File: config.mk
export PLATFORM = sky130hd
export DESIGN_NAME = routing_header_ingress
export DESIGN_NICKNAME = d
export VERILOG_FILES = /design/src/rtl/routing_header_ingress.sv
export SDC_FILE = /design/constraint.sdc
export NUM_CORES = 1
export LEC_CHECK = 0
export BUFFER_PORTS_ARGS = -buffer_cell sky130_fd_sc_hd__buf_4
export CORE_ASPECT_RATIO = 0.75
export CORE_UTILIZATION = 40
export DETAILED_ROUTE_END_ITERATION = 8
export PLACE_DENSITY = 0.56
export SETUP_SLACK_MARGIN = 0.1
export SYNTH_ARGS = -nofsm -noshare
export SYNTH_HDL_FRONTEND = slang
export SYNTH_SLANG_ARGS = --single-unit
File: constraint.sdc
create_clock -name clk -period 7.06 [get_ports clk]
set_clock_uncertainty 0.05 [all_clocks]
set_input_delay 0.706 -clock clk [delete_from_list [all_inputs] [get_ports clk]]
set_output_delay 0.706 -clock clk [all_outputs]
set_load 0.03 [all_outputs]
File: src/rtl/routing_header_ingress.sv
// Router-port ingress: flit FIFO plus routing-header parser that pins target_x/target_y for a whole packet.
// Flit layout on in/out (MSB..LSB): {tdata, tid, tdest, tuser, tlast}.
module routing_header_ingress #(
  parameter int DATA_WIDTH          = 32,
  parameter int ID_WIDTH            = 4,
  parameter int DEST_WIDTH          = 4,
  parameter int USER_WIDTH          = 4,
  parameter int FIFO_DEPTH          = 4,
  parameter int MAX_ROUTERS_X       = 4,
  parameter int MAX_ROUTERS_X_WIDTH = $clog2(MAX_ROUTERS_X),
  parameter int MAX_ROUTERS_Y       = 4,
  parameter int MAX_ROUTERS_Y_WIDTH = $clog2(MAX_ROUTERS_Y),
  parameter logic [ID_WIDTH-1:0] ROUTING_HEADER = ID_WIDTH'(1)
) (
  input  logic                                              clk,
  input  logic                                              rst,
  input  logic [DATA_WIDTH+ID_WIDTH+DEST_WIDTH+USER_WIDTH:0] in,
  input  logic                                              in_valid,
  output logic                                              in_ready,
  output logic [DATA_WIDTH+ID_WIDTH+DEST_WIDTH+USER_WIDTH:0] out,
  output logic                                              out_valid,
  input  logic                                              out_ready,
  output logic [MAX_ROUTERS_X_WIDTH-1:0]                    target_x,
  output logic [MAX_ROUTERS_Y_WIDTH-1:0]                    target_y,
  output logic                                              packet_active,
  output logic                                              err_drop,
  output logic                                              err_header,
  output logic [15:0]                                       drop_count
);

  localparam int FLIT_W = DATA_WIDTH + ID_WIDTH + DEST_WIDTH + USER_WIDTH + 1;
  localparam int PTR_W  = $clog2(FIFO_DEPTH);

  typedef struct packed {
    logic [DATA_WIDTH-1:0] tdata;
    logic [ID_WIDTH-1:0]   tid;
    logic [DEST_WIDTH-1:0] tdest;
    logic [USER_WIDTH-1:0] tuser;
    logic                  tlast;
  } axis_data_t;

  typedef enum logic {HEAD, BODY} state_t;

  state_t state, state_nxt;

  logic [FLIT_W-1:0] mem [FIFO_DEPTH];
  logic [PTR_W-1:0]  wr_ptr, rd_ptr;
  logic [PTR_W:0]    count;
  logic              full, empty, push, pop, latch, is_hdr;
  axis_data_t        head;

  logic [MAX_ROUTERS_X_WIDTH-1:0] tx_q, hdr_x;
  logic [MAX_ROUTERS_Y_WIDTH-1:0] ty_q, hdr_y;

  assign full     = (count == (PTR_W+1)'(FIFO_DEPTH));
  assign empty    = (count == '0);
  assign in_ready = !full;
  assign push     = in_valid && in_ready;
  assign head     = mem[rd_ptr];
  assign is_hdr   = (head.tid == ROUTING_HEADER);
  assign hdr_x    = head.tdata[MAX_ROUTERS_X_WIDTH-1:0];
  assign hdr_y    = head.tdata[MAX_ROUTERS_X_WIDTH +: MAX_ROUTERS_Y_WIDTH];
  assign packet_active = (state == BODY);

  // Storage carries no reset; occupancy is owned by the pointers/count.
  always_ff @(posedge clk) begin
    if (push) mem[wr_ptr] <= in;
  end

  always_ff @(posedge clk) begin
    if (rst) begin
      wr_ptr     <= '0;
      rd_ptr     <= '0;
      count      <= '0;
      state      <= HEAD;
      tx_q       <= '0;
      ty_q       <= '0;
      drop_count <= '0;
    end else begin
      if (push) wr_ptr <= wr_ptr + 1'b1;
      if (pop)  rd_ptr <= rd_ptr + 1'b1;
      count <= count + (PTR_W+1)'(push) - (PTR_W+1)'(pop);
      state <= state_nxt;
      if (latch) begin
        tx_q <= hdr_x;
        ty_q <= hdr_y;
      end
      if (err_drop && drop_count != 16'hFFFF) drop_count <= drop_count + 16'd1;
    end
  end

  always_comb begin
    state_nxt  = state;
    out        = '0;
    out_valid  = 1'b0;
    pop        = 1'b0;
    latch      = 1'b0;
    err_drop   = 1'b0;
    err_header = 1'b0;
    target_x   = tx_q;
    target_y   = ty_q;
    case (state)
      HEAD: begin
        if (!empty) begin
          if (is_hdr) begin
            // Target is decoded straight off the head so it lines up with the header flit.
            out       = head;
            out_valid = 1'b1;
            target_x  = hdr_x;
            target_y  = hdr_y;
            if (out_ready) begin
              pop   = 1'b1;
              latch = 1'b1;
              if (!head.tlast) state_nxt = BODY;
            end
          end else begin
            // Stray flit outside a packet: discard without waiting on downstream.
            pop      = 1'b1;
            err_drop = 1'b1;
          end
        end
      end
      BODY: begin
        if (!empty) begin
          out       = head;
          out_valid = 1'b1;
          if (out_ready) begin
            pop        = 1'b1;
            err_header = is_hdr;
            if (head.tlast) state_nxt = HEAD;
          end
        end
      end
      default: state_nxt = HEAD;
    endcase
  end

endmodule

## Word-level counts from Yosys, hierarchy flattened

Memory sizes are Yosys's and may differ from the RTL's. A register that Yosys moved wholly into a read port is not among the register bits.
Cells that the tools add are included.

- Register bits after elaboration: 28
- Bits in writable memories: 180
- Input port bits: 49
- Output and inout bits: 70
- Logic and storage cells: 60
- Memories: 1

- Add/sub/neg operators: 5
- Eq/ne operators: 3
- Multiplexer cells: 39
- Bitwise logic cells: 1
- Reductions and logical operators: 4

Memories:

| memory | words | bits a word | rd ports | clocked after memory_dff | wr ports | line | text |
|---|---|---|---|---|---|---|---|
| mem | 4 | 45 | 1 | 1 | 1 | 46 | `logic [FLIT_W-1:0] mem [FIFO_DEPTH];` |

Operators with widths:

| kind | count |
|---|---|
| $mux W45 | 3 |
| $pmux W45 S2 | 1 |
| $mux W1 | 24 |
| $add A16 B1 Y16 const B | 1 |
| $mux W2 | 8 |
| $ne A16 B16 Y1 const B | 1 |
| $pmux W1 S2 | 3 |
| $add A2 B1 Y2 const B | 2 |
| $eq A4 B1 Y1 const B | 1 |
| $add A3 B1 Y3 | 1 |
| $eq A3 B3 Y1 const B | 1 |
| $logic_not A3 Y1 | 1 |
| $sub A3 B1 Y3 | 1 |
| $logic_and A1 B1 Y1 | 2 |
| $logic_not A1 Y1 | 1 |
| $not A1 Y1 | 1 |

## Longest topological paths before layout

Gate-level depths: netlist of run 1.

- Word-level depth: 6
- Gate-level depth with buffers: 14
- Depth with buffers taken out: 10

## Least setup slack after synthesis of run 1

Ideal clock, no wire load.

- Path type: register to register
- From: register with a tool-made name
- To: register count[2]
- Library setup time: 129 ps
- Data arrival time: 3027 ps
- Required time: 6881 ps
- Path slack: 3855 ps
- Cell stages (with the launch flop): 15
- Path buffers: 4
- Period minus slack after synthesis: 3205 ps
- Cell sequence: dfxtp_1 > buf_6 > mux4_2 > nor4b_4 > buf_6 > buf_6 > buf_4 > o21ai_0 > ha_1 > inv_1 > ha_1 > fa_1 > xnor2_1 > xnor2_1 > nor2_1

RTL lines:

| what | line | text |
|---|---|---|
| end signal, assigned | 82 | `count <= count + (PTR_W+1)'(push) - (PTR_W+1)'(pop);` |
| end, declared | 48 | `logic [PTR_W:0] count;` |

==> results of run 1 <==
## layer usage
| metal | GRT usage (%) | wire, um | vias to the layer above |
|---|---|---|---|
| met5 | 0 | 0 | - |
| met4 | 4.46 | 346 | 0 |
| met3 | 4.43 | 1110 | 32 |
| met2 | 25.3 | 7890 | 119 |
| met1 | 22.6 | 7760 | 2354 |
| li1 | - | - | 2188 |
## cell type report
type	instances	area [sq um]	area share, %
diodes	2	5.00	0.0478
clock buffers	25	583	5.57
clock inverters	13	131	1.26
inverters	15	56.3	0.538
multi-input cells	239	2390	22.8
flip-flops and latches	210	6010	57.4
well taps	282	353	3.37
repair buffers	125	938	8.97
## flip-flops by register name (all words and copies together), names as in the netlist, named ones only
register and cells:
mem 180, drop_count 16, count 3, rd_ptr 2
tx_q 2, ty_q 2, wr_ptr 2, packet_active 1
## cell usage after synthesis (2+ instances only)
master and instances:
or3b_2 2, xnor2_1 3, nand3_1 7, a211o_1 2, buf_6 4, or4b_2 3
edfxtp_1 180, o41ai_1 2, nor2b_1 13, nor2_1 19, mux4_2 45, dfxtp_1 30
inv_1 14, nor3_1 4, o311ai_0 5, nand2b_1 2, o41ai_2 2, mux2_2 11
mux2_1 2, or2_2 3, and3_1 9, or4_1 4, nor4_1 10, and2_1 40
clkbuf_1 20, mux2i_1 2, nor4b_1 2, a21oi_1 7, nand2_1 11, o31ai_1 4
nand4_1 4, a41o_1 2, ha_1 7
## worst min-delay path by stage
stage,startpoint,end,slack [ns],cells after the start
3_5_place_dp,wr_ptr[1]$_SDFFE_PP0P_,wr_ptr[1]$_SDFFE_PP0P_,0.45,2
4_1_cts,in[5],mem[2][5]$_DFFE_PP_,0.34,1
5_1_grt,in[36],mem[2][36]$_DFFE_PP_,0.34,1
2_1_floorplan,wr_ptr[1]$_SDFFE_PP0P_,wr_ptr[1]$_SDFFE_PP0P_,0.42,2
3_3_place_gp,wr_ptr[1]$_SDFFE_PP0P_,wr_ptr[1]$_SDFFE_PP0P_,0.44,2
6_report,in[5],mem[3][5]$_DFFE_PP_,0.36,1
## where the power goes
part | switching, mW | internal, mW
logic | 0.452 | 0.384
registers | 0.113 | 1.50
clock network | 0.435 | 0.696
## critical path, stage by stage, from the launching register on
cell and delay (ns):
dfxtp_4 1.00, mux4_2 0.65, nor4b_4 0.28, buf_4 0.38
o21ai_1 0.14, inv_1 0.87, and2_1 0.31, buf_4 0.18
## through the flow
stage               setup slack [ns]  total power, mW
CTS                             1.80             3.64
finish                          1.98             3.58
detailed placement              2.32             2.50
global placement                2.41             2.48
floorplan                       3.85             2.23
global route                    1.51             3.77
## kinds of logic after synthesis
kind of cell | after synthesis | share of synthesized area, %
DFF | 210 | 70.0
and+or+nand+nor | 137 | 9.63
muxes | 60 | 13.8
buffers and inverters | 41 | 2.20
AOI/OAI and AO/OA | 31 | 2.83
adders and majority gates | 8 | 1.25
xor gates and xnor gates | 3 | 0.306
==> out/metrics.yaml, run 1 <==
syn_nets: 547
nets: 670
end_kind: "primary output"
core_sq_mm: 0.0206
critPathKind: "reg -> out"
htreeDepth: 1
dp_cells: 871
r2r_end: "count[2]$_SDFF_PP0_"
fin_crit_sh_pct: 72.0
antenna_left: 0
drt-wirelength-per-cell_um: 18.8
synth_flop_cell: "edfxtp_1"
grt_overflow_total: 0
place_congestion: 0.771
clkSlewWorstSetupHoldPaths_ns: 0.06
dieHeight_um: 129
power_density_mw_per_mm2: 342
routed_wl_um: 17100
clock-root-buffer: "clkbuf_16"
vias: 4693
drtIter0Drc: 313
ctsHoldBuffers: 0
finalHoldViolCount: 0
fmax_mhz: 197
cts_tree: "yes"
fin_util_pct: 50.8
hp-class: "in -> reg"
clkSinkCount: 210
avgSynthCellArea_sq_um: 17.5
drc: 0
ys_seq_elements: 210
layout_commonest_cell: "edfxtp_1"
dr.pass1.iters: 4
fill_cells: 1718
synth_edf_count: 180
synth.area.top_cells: "edfxtp_1 63%, mux4_2 12%, dfxtp_1 7.0%"
crit_end: "out[2]"
area_growth_pct: 22.0
maxSlewHeadroom_pct: 22.7
final_area_sq_mm: 0.0105
postPlaceCellArea_sq_mm: 0.00975
rows: 45
yosysTopAreaCellShare_pct: 63.0
async_flop_share_pct: 0
cts_resized: 0
synth_top_cell_by_area: "edfxtp_1"
grt_start_max_net_pins: 46
die_w_um: 171
dieArea_sq_mm: 0.0220
grt_pass1_wl_um: 26800
ys_types: 48
num_io_pins: 119
layout_common_cells: "180 x edfxtp_1, 125 x buf_4, 45 x mux4_2"
routed_via_density: 5.15
critical_path_required_ns: 6.30
report.final.slew_viol_count: 0
worstMarginPinSlew_ns: 1.16
min_period_ns: 5.08
critPathLaunchType: "flip-flop"
grt_setup_unrepaired: "false"
arrival_ns: 4.33
layout-drive-gt1-share_pct: 36.4
critPathMaxFanout: 45
finalSetupViolations: 0
status: "complete, no violations"
hpwl_um: 10400
maxCapViolations: 0
start_util_pct: 41.6
grt_usage_pct: 16.3
clk_latency_ns: 0.49
port_buffers: 118
seq_area_frac_synth_pct: 70.0
whs_ns: 0.361
clockBufferDepth: 3
peakVddDrop_uv: 217
cts_inserted_buffers: 22
leakagePower_nw: 3.74
reg2reg_depth: 11
postCtsSetupRepairBufs: 0
fin_cells: 911
yosysWarningCount: 0
synth_cells: 490
synth_area_sq_mm: 0.00858
antenna_found_initial: 2
reg2reg_slack_ns: 3.00
fin_setup_tns_ns: 0
grt_pass1_vias: 4957
(Power assumes the default switching activity.)
==> inputs of run 2 (changes only) <==
==> constraint.sdc (replaced) <==
create_clock -name clk -period 5.3 [get_ports clk]
set_clock_uncertainty 0.05 [all_clocks]
set_input_delay 0.53 -clock clk [delete_from_list [all_inputs] [get_ports clk]]
set_output_delay 0.53 -clock clk [all_outputs]
set_load 0.03 [all_outputs]
==> out/metrics.yaml, run 2 (synthesis results as in run 1) <==
antenna_cells: 0  # -2
dr.pass1.iters: 4  # unchanged
dieArea_sq_mm: 0.0220  # unchanged
nets: 671  # +0.15%
htreeDepth: 1  # unchanged
grt_pass1_vias: 4913  # -0.89%
antenna_found_initial: 0  # -2
reg_top3: "mem: 180 flops, drop_count: 16 flops, count: 3 flops"
dieHeight_um: 129  # unchanged
critPathLaunchType: "flip-flop"
routed_wl_um: 17400  # +1.9%
finalHoldViolCount: 0  # unchanged
clkSlewWorstSetupHoldPaths_ns: 0.06  # about the same
critical_path_required_ns: 4.72  # -1.58 ns
final-seq-area_sq_mm: 0.00601  # unchanged
dp_slack_ns: 1.07  # -1.25 ns
end_kind: "primary output"
report.final.slew_viol_count: 0  # unchanged
num_io_pins: 119  # unchanged
cts_inserted_buffers: 22  # unchanged
port_buffers: 118  # unchanged
grt_setup_unrepaired: "false"
grt_pass1_wl_um: 27000  # +0.75%
maxSlewHeadroom_pct: 23.7  # +0.97 points
drc: 0  # unchanged
start_util_pct: 41.6  # unchanged
clk_latency_ns: 0.49  # about the same
rows: 45  # unchanged
min_period_ns: 4.54
critPathKind: "reg -> out"
fin_setup_tns_ns: 0  # unchanged
fmax_mhz: 220
finalSetupViolations: 0  # unchanged
postCtsSetupRepairBufs: 0  # unchanged
layout_common_cells: "180 x edfxtp_1, 126 x buf_4, 45 x mux4_2"
clockBufferDepth: 3  # unchanged
largest_reg_flops: 180  # unchanged
critPathMaxFanout: 40  # -11%
whs_ns: 0.186  # -0.175 ns
hp-class: "in -> reg"
vias: 4726  # +0.70%
area_growth_pct: 22.1  # about the same
peakVddDrop_uv: 245  # +13%
setup_ws_ns: 0.758  # -1.22 ns
drt-wirelength-per-cell_um: 19.1  # +1.8%
routed_via_density: 5.18  # +0.59%
grt_overflow_total: 0  # unchanged
ctsHoldBuffers: 0  # unchanged
worstMarginPinSlew_ns: 1.14  # -0.0145 ns
clock-root-buffer: "clkbuf_16"
multi_input_area_sq_mm: 0.00239  # unchanged
core_sq_mm: 0.0206  # unchanged
fin_cells: 912  # +0.11%
postPlaceCellArea_sq_mm: 0.00975  # about the same
die_w_um: 171  # unchanged
grt_start_max_net_pins: 46  # unchanged
fin_crit_sh_pct: 85.7
power_density_mw_per_mm2: 455  # +33%
top_register: "mem"
dp_cells: 872  # +0.11%
maxCapViolations: 0  # unchanged
arrival_ns: 3.96  # -0.37 ns
antenna_left: 0  # unchanged
power_mw: 4.77  # +33%
grt_usage_pct: 16.3  # unchanged
place_congestion: 0.774  # +0.35%
clkSinkCount: 210  # unchanged
cts_resized: 0  # unchanged
fill_cells: 1745  # +1.6%
hpwl_um: 10600  # +1.7%
layout-drive-gt1-share_pct: 36.8  # +0.46 points
status: "complete, no violations"
cts_tree: "yes"
layout_commonest_cell: "edfxtp_1"
drtIter0Drc: 341  # +8.9%
fin_util_pct: 50.8  # about the same
leakagePower_nw: 3.73  # about the same
final_area_sq_mm: 0.0105  # about the same
run 2: path summary, 6_finish.rpt:
| kind | slack (ns) | endpoint | from | cells past startpoint |
|---|---|---|---|---|
| worst min-delay path | 0.19 | mem[3][3]$_DFFE_PP_ | in[3] | 1 |
| worst max-delay path | 0.76 | out[2] | flip-flop | 7 |
| worst max register to register | 1.58 | count[2]$_SDFF_PP0_ | flip-flop | 11 |
| worst min register to register | 0.48 | wr_ptr[1]$_SDFFE_PP0P_ | wr_ptr[1]$_SDFFE_PP0P_ | 2 |
run 2: area by class of cell:
type	instances	share of cell area, %
Sequential cell	210	57.4
Tap cell	282	3.37
Inverter	15	0.538
Timing Repair Buffer	126	9.04
Multi-Input combinational cell	239	22.8
Clock inverter	6	0.562
Clock buffer	34	6.27
run 2: layer usage:
layer	vias to the layer above	wire length [um]	GRT usage (%)
li1	2186	-	-
met3	20	1210	4.43
met2	118	8260	26.0
met1	2402	7680	22.4
met4	0	266	3.41
met5	-	0	0
run 2: critical path, cell delays in order, from the launching register on:
cell and delay (ns):
dfxtp_2 0.86, mux4_2 0.45, nor4b_4 0.28, buf_4 0.39, o21ai_1 0.15, inv_1 0.86, and2_1 0.29, buf_4 0.17
run 2: power by group:
group          leakage, nW  switching [mW]  internal (mW)
Clock                0.344           0.592          0.901
Combinational         1.50           0.638          0.514
Sequential            1.89           0.120           2.00
